$ cat config.mk
export PLATFORM = sky130hd
export DESIGN_NAME = cat_mode_sequencer
export DESIGN_NICKNAME = d
export VERILOG_FILES = /design/src/rtl/cat_mode_sequencer.sv
export SDC_FILE = /design/constraint.sdc
export NUM_CORES = 1
export LEC_CHECK = 0
export ABC_AREA = 1
export CAP_MARGIN = 10
export CORE_UTILIZATION = 57
export DETAILED_ROUTE_END_ITERATION = 10
export PLACE_DENSITY_LB_ADDON = 0.12
export SLEW_MARGIN = 20
export SYNTH_ARGS = -nofsm -noshare
export SYNTH_HDL_FRONTEND = slang
export SYNTH_SLANG_ARGS = --single-unit
$ cat constraint.sdc
create_clock -name radio_clk -period 2.4 [get_ports radio_clk]
set_clock_uncertainty 0.15 [all_clocks]
set_input_delay 0.48 -clock radio_clk [delete_from_list [all_inputs] [get_ports radio_clk]]
set_output_delay 0.48 -clock radio_clk [all_outputs]
set_load 0.02 [all_outputs]
$ cat src/rtl/cat_mode_sequencer.sv
// Mode sequencer for the CAT CMOS IO block: switches between SISO and MIMO,
// resets the IO block, waits for it to settle, checks the RX strobe pattern for
// lock and monitors lock while running. TX is gated off unless the link is locked.
// Handshake: mode_req_stb is a single-cycle qualifier with no back-pressure;
// mode_req is sampled only on a cycle where mode_req_stb is high.
module cat_mode_sequencer #(
  parameter int SETTLE_CYCLES = 16,
  parameter int LOCK_COUNT    = 8,
  parameter int LOCK_TIMEOUT  = 1024,
  parameter int MAX_RETRIES   = 3
) (
  input  logic       radio_clk,
  input  logic       radio_rst,
  input  logic       mode_req,
  input  logic       mode_req_stb,
  input  logic       rx_stb,
  output logic       mimo,
  output logic       io_areset,
  output logic       tx_enable,
  output logic       locked,
  output logic       busy,
  output logic       lock_err,
  output logic [7:0] relock_cnt,
  output logic [2:0] state_dbg
);

  typedef enum logic [2:0] {
    S_RESET   = 3'd0,
    S_SETTLE  = 3'd1,
    S_LOCK    = 3'd2,
    S_RUN     = 3'd3,
    S_QUIESCE = 3'd4,
    S_FAIL    = 3'd5
  } state_t;

  // One shared phase counter serves RESET, SETTLE and QUIESCE.
  localparam int CNT_MAX  = (SETTLE_CYCLES > 4) ? SETTLE_CYCLES : 4;
  localparam int CNT_W    = $clog2(CNT_MAX + 1);
  localparam int MATCH_W  = $clog2(LOCK_COUNT + 1);
  localparam int TO_W     = $clog2(LOCK_TIMEOUT + 1);
  localparam int RETRY_W  = $clog2(MAX_RETRIES + 1);

  localparam logic [CNT_W-1:0]   SETTLE_LAST  = CNT_W'(SETTLE_CYCLES - 1);
  localparam logic [CNT_W-1:0]   QUIESCE_LAST = CNT_W'(3);
  localparam logic [MATCH_W-1:0] MATCH_DONE   = MATCH_W'(LOCK_COUNT);
  localparam logic [TO_W-1:0]    TO_DONE      = TO_W'(LOCK_TIMEOUT);
  localparam logic [RETRY_W-1:0] RETRY_LIMIT  = RETRY_W'(MAX_RETRIES);

  state_t               state_q, state_d;
  logic [CNT_W-1:0]     cnt_q, cnt_d;
  logic [MATCH_W-1:0]   match_q, match_d;
  logic [TO_W-1:0]      timeout_q, timeout_d;
  logic [RETRY_W-1:0]   retry_q, retry_d;
  logic                 pending_q, pending_d;
  logic                 lock_err_q, lock_err_d;
  logic [7:0]           relock_q, relock_d;
  logic                 bad_q, bad_d;
  logic                 prev_rx_q;
  logic                 mimo_q;
  logic                 io_areset_q, tx_enable_q, locked_q, busy_q;
  logic                 good;
  logic                 accept;
  logic                 lost;

  // MIMO strobes alternate every cycle; SISO strobes are continuously high.
  assign good = mimo_q ? (rx_stb != prev_rx_q) : rx_stb;

  // Next-state, counter and request-capture logic.
  always_comb begin
    state_d    = state_q;
    cnt_d      = cnt_q;
    match_d    = match_q;
    timeout_d  = timeout_q;
    retry_d    = retry_q;
    pending_d  = pending_q;
    lock_err_d = lock_err_q;
    relock_d   = relock_q;
    bad_d      = bad_q;
    accept     = 1'b0;
    lost       = 1'b0;

    // In RUN only a request for the other mode is taken; elsewhere the latest wins.
    if (mode_req_stb) begin
      if (state_q == S_RUN) begin
        if (mode_req != mimo_q) begin
          pending_d = mode_req;
          accept    = 1'b1;
        end
      end else begin
        pending_d = mode_req;
        accept    = 1'b1;
      end
    end
    if (accept) lock_err_d = 1'b0;

    case (state_q)
      S_RESET: begin
        if (cnt_q == SETTLE_LAST) begin
          state_d = S_SETTLE;
          cnt_d   = '0;
        end else begin
          cnt_d = cnt_q + 1'b1;
        end
      end
      S_SETTLE: begin
        if (cnt_q == SETTLE_LAST) begin
          state_d   = S_LOCK;
          cnt_d     = '0;
          match_d   = '0;
          timeout_d = '0;
        end else begin
          cnt_d = cnt_q + 1'b1;
        end
      end
      S_LOCK: begin
        timeout_d = timeout_q + 1'b1;
        match_d   = good ? (match_q + 1'b1) : '0;
        if (match_d == MATCH_DONE) begin
          retry_d = '0;
          bad_d   = 1'b0;
          cnt_d   = '0;
          // A mode change still outstanding means this lock is for the wrong mode.
          state_d = (pending_d != mimo_q) ? S_QUIESCE : S_RUN;
        end else if (timeout_d == TO_DONE) begin
          lock_err_d = 1'b1;
          retry_d    = retry_q + 1'b1;
          cnt_d      = '0;
          state_d    = (retry_d < RETRY_LIMIT) ? S_RESET : S_FAIL;
        end
      end
      S_RUN: begin
        // A single bad strobe cycle is tolerated; two in a row drop lock.
        lost  = !good && bad_q;
        bad_d = !good;
        if (lost && (relock_q != 8'hFF)) relock_d = relock_q + 8'd1;
        if (lost || accept) begin
          state_d = S_QUIESCE;
          cnt_d   = '0;
        end
      end
      S_QUIESCE: begin
        if (cnt_q == QUIESCE_LAST) begin
          state_d = S_RESET;
          cnt_d   = '0;
        end else begin
          cnt_d = cnt_q + 1'b1;
        end
      end
      S_FAIL: begin
        if (mode_req_stb) begin
          retry_d = '0;
          state_d = S_QUIESCE;
          cnt_d   = '0;
        end
      end
      default: begin
        state_d = S_RESET;
        cnt_d   = '0;
      end
    endcase
  end

  // State, counters and registered outputs; outputs are decoded from the next state.
  always_ff @(posedge radio_clk) begin
    if (radio_rst) begin
      state_q     <= S_RESET;
      cnt_q       <= '0;
      match_q     <= '0;
      timeout_q   <= '0;
      retry_q     <= '0;
      pending_q   <= 1'b0;
      lock_err_q  <= 1'b0;
      relock_q    <= 8'd0;
      bad_q       <= 1'b0;
      prev_rx_q   <= 1'b0;
      mimo_q      <= 1'b0;
      io_areset_q <= 1'b1;
      tx_enable_q <= 1'b0;
      locked_q    <= 1'b0;
      busy_q      <= 1'b1;
    end else begin
      state_q     <= state_d;
      cnt_q       <= cnt_d;
      match_q     <= match_d;
      timeout_q   <= timeout_d;
      retry_q     <= retry_d;
      pending_q   <= pending_d;
      lock_err_q  <= lock_err_d;
      relock_q    <= relock_d;
      bad_q       <= bad_d;
      prev_rx_q   <= rx_stb;
      // The IO block mode only changes while it is being held in reset.
      if ((state_d == S_RESET) && (state_q != S_RESET)) mimo_q <= pending_d;
      io_areset_q <= (state_d == S_RESET);
      tx_enable_q <= (state_d == S_RUN);
      locked_q    <= (state_d == S_RUN);
      busy_q      <= (state_d != S_RUN) && (state_d != S_FAIL);
    end
  end

  assign mimo       = mimo_q;
  assign io_areset  = io_areset_q;
  assign tx_enable  = tx_enable_q;
  assign locked     = locked_q;
  assign busy       = busy_q;
  assign lock_err   = lock_err_q;
  assign relock_cnt = relock_q;
  assign state_dbg  = state_q;

endmodule

==> flow_summary.yaml <==
yosys:
  synth_top_area_cell: "dfxtp_1"
  synth_top_family_by_area: "simple AND/OR/NAND/NOR gates"
  yosys_warnings: 0
  post-synth-top-count-cell: "nand2_1"
  ys_top_cells_by_area: "dfxtp_1 35%, nand2_1 14%, inv_1 7.1%"
  synthCells: 351
  synthXorXnorAreaFrac_pct: 0.7384
  ys.flop_type: "dfxtp_1"
  syn_nets: 363
  yosysUniqueCellTypes: 35
  synth_top_area_share_pct: 34.60
  yosysSeqAreaShare_pct: 34.60
  synthMuxAreaShare_pct: 0
  synth_edf_count: 0
  synthArstFlopShare_pct: 0
  synth-simple-area-share_pct: 40.24
  synth-compound-area-share_pct: 11.87
  avgSynthCellArea_um2: 6.759
  synth_area_um2: 2372
  synth_commonest_cells: "90 x nand2_1, 45 x inv_1, 41 x dfxtp_1, 34 x nor2_1, 29 x nand3_1"
  synth_seq_cells: 41
  synthAdderAreaFrac_pct: 3.692
global_route:
  antenna_found_initial: 0
  grt_pass1_wl_mm: 8.887
  grt_use_total_pct: 26.42
  grt_pass1_vias: 2080
  overflow: 0
  grt_max_degree: 17
worst_setup_path:
  r2r-start: "timeout_q[0]$_SDFFE_PP0P_"
  cp_top_family: "simple AND/OR/NAND/NOR gates"
  path_cells: "ha_2, nand3_1, nor2_2, nand3_2, a21oi_4, nand3_2, nand2_4, nand3b_4, or2_0, a21oi_1"
  critical_path.startpoint_type: "flip-flop"
  cp_data_required_time_ns: 2.47
  reg2reg_slack_ns: 0.19
  cp_max_fo: 9
  crit_path_top_delay_cell: "dfxtp_1"
  cpMostUsedCell: "nand3_2"
  max_stage_delay_ns: 0.36
  worst-endpoint-arrival_ns: 2.29
  criticalPathCategory: "reg -> reg"
  end_kind: "flip-flop"
  critPathBufInv: 0
  r2r-end: "cnt_q[0]$_SDFFE_PP0P_"
  reg2reg_depth: 10
hold_path:
  whs_path_depth: 2
  hp-class: "reg -> reg"
  min_from: "cnt_q[1]$_SDFFE_PP0P_"
  holdPathEnd: "cnt_q[1]$_SDFFE_PP0P_"
routing:
  drt_iter0_drc: 123
  drc: 0
  drt-wirelength-per-cell_um: 11.83
  avgViaCountPerCell: 5.279
  via_count: 2312
  drtAntennaViolNets: 0
  drt-pass1-iter-count: 5
  wl_mm: 5.182
final_layout:
  postLayoutCellArea_um2: 2838
  synthToLayoutAreaGrowth_pct: 19.62
  drive_gt1_share_pct: 14.43
  postLayoutCoreUtil_pct: 70.94
  nets: 399
  antennaDiodeCount: 0
sta:
  rsz0062_at_grt: "no"
  setup_viol: 0
  min_period_ns: 2.213
  worst_slack_ns: 0.1870
  fin_crit_sh_pct: 92.21
  finalMaxSlewViolations: 0
  tightest_slew_ns: 0.5070
  hold_violations: 0
  tns_ns: 0
  fmax_mhz: 451.9
  maxSlewHeadroom_pct: 65.76
placed_design:
  placedInstanceArea_um2: 2720
  port_buffers: 21
  hpwl_mm: 4.000
  gp_congestion: 0.8368
  pre_cts_slack_ns: -0.09012
floorplan:
  dieWidth_um: 66.51
  dieHeight_um: 66.51
  dieArea_um2: 4424
  initial_utilization_pct: 59.31
  num_rows: 23
  fp.coreArea_um2: 4000
  io_pins: 22
clock_network:
  hold_buffers: 0
  clock_tree.buffer_depth: 2
  cts_made_buffers: 5
  cts.clk_slew.worst_paths_ns: 0.08
  clkLatencyLatePin_ns: 0.29
  cts_tree: "yes"
  numClockSinks: 41
  cts_max_level: 2
  root_buffer: "clkbuf_8"
power_and_ir_drop:
  fin_total_pwr_uw: 1179
  vdd_drop_max_mv: 0.3019
  power_density_nw_per_um2: 415.6
  leakagePower_uw: 0.001127
run:
  drv_cap: 0
status:
  outcome: "finished, final reports clean"
## layer usage
metal / up-vias / share of wire [%] / global-route usage [%] / wire (µm)
met4: 0 / 1.8 / 8.777 / 92
met1: 1030 / 45 / 32.84 / 2321
met3: 9 / 5.7 / 5.822 / 297
met2: 62 / 48 / 44.90 / 2470
li1: 1211 / - / - / -
met5: - / 0 / 0 / 0
## how the worst max path moves through the flow
| stage | start | endpoint | slack, ns | depth (start not counted) |
|---|---|---|---|---|
| after floorplan | state_dbg[0]$_SDFF_PP0_ | mimo$_SDFFE_PP0P_ | 0.38 | 15 |
| after global placement | rx_stb | relock_cnt[7]$_SDFFE_PP0P_ | -0.01 | 12 |
| after detailed placement | rx_stb | mimo$_SDFFE_PP0P_ | -0.09 | 15 |
| after CTS | timeout_q[1]$_SDFFE_PP0P_ | cnt_q[0]$_SDFFE_PP0P_ | 0.1 | 10 |
| after global routing | timeout_q[1]$_SDFFE_PP0P_ | mimo$_SDFFE_PP0P_ | 0.004 | 12 |
| final | timeout_q[0]$_SDFFE_PP0P_ | cnt_q[0]$_SDFFE_PP0P_ | 0.19 | 10 |
## area by class of cell
class / instances / area (µm²)
Multi-Input combinational cell: 256 / 1368
Fill cell: 353 / 1162
Sequential cell: 41 / 824.5
Timing Repair Buffer: 37 / 330.3
Inverter: 46 / 172.7
Clock buffer: 8 / 80.08
Tap cell: 50 / 62.56
## tightest hold or removal path: stages (launching register included)
cell and delay, ns:
dfxtp_1 0.33, nand2_1 0.07, a21oi_1 0.05
## where the power goes
part / switching [µW] / internal (µW)
sequential: 4.08 / 685
clock: 230 / 207
combinational: 31.9 / 22.3
## layout by cell type, fill, tap and decap left out, types with 3 or more instances in the layout
master,count
nor2_1,32
clkbuf_8,5
a21oi_1,27
nand4_1,6
nand2_1,90
nand2_2,6
inv_1,45
buf_4,16
o21ai_0,11
nand3_2,5
dfxtp_1,40
nor3_1,7
clkdlybuf4s50_1,21
ha_1,6
nand3_1,28
clkbuf_1,3
o21ai_1,3
nor2_2,6
nor2_4,3
## kinds of logic (layout without fill, tap and decap cells)
kind of cell / Yosys count / count (layout)
AO/OA/AOI/OAI: 50 / 50
buffers and inverters: 54 / 91
adder cells (fa/ha/maj): 7 / 7
flip-flops: 41 / 41
XOR/XNOR: 2 / 2
AND/OR/NAND/NOR: 197 / 197
## metrics by stage
stage	cells	hold slack [ns]
2_1_floorplan	351	0.2972
3_5_place_dp	429	0.3283
3_3_place_gp	429	0.3095
5_1_grt	438	0.3640
4_1_cts	437	0.3407
6_report	438	0.3392
## state kept, by name (all words and copies together) (netlist names)
name	flops
state_dbg	3
locked	1
pending_q	1
timeout_q	11
relock_cnt	8
prev_rx_q	1
cnt_q	5
retry_q	2
match_q	4
lock_err	1
bad_q	1
mimo	1
busy	1
io_areset	1
## repair_timing
action / 4_1_cts / 5_1_grt
endpoints found under the setup margin: 0 / 11
resized for setup: 0 / 9
setup buffers: 0 / 1
Note: power is estimated with default switching activity, not from simulation.
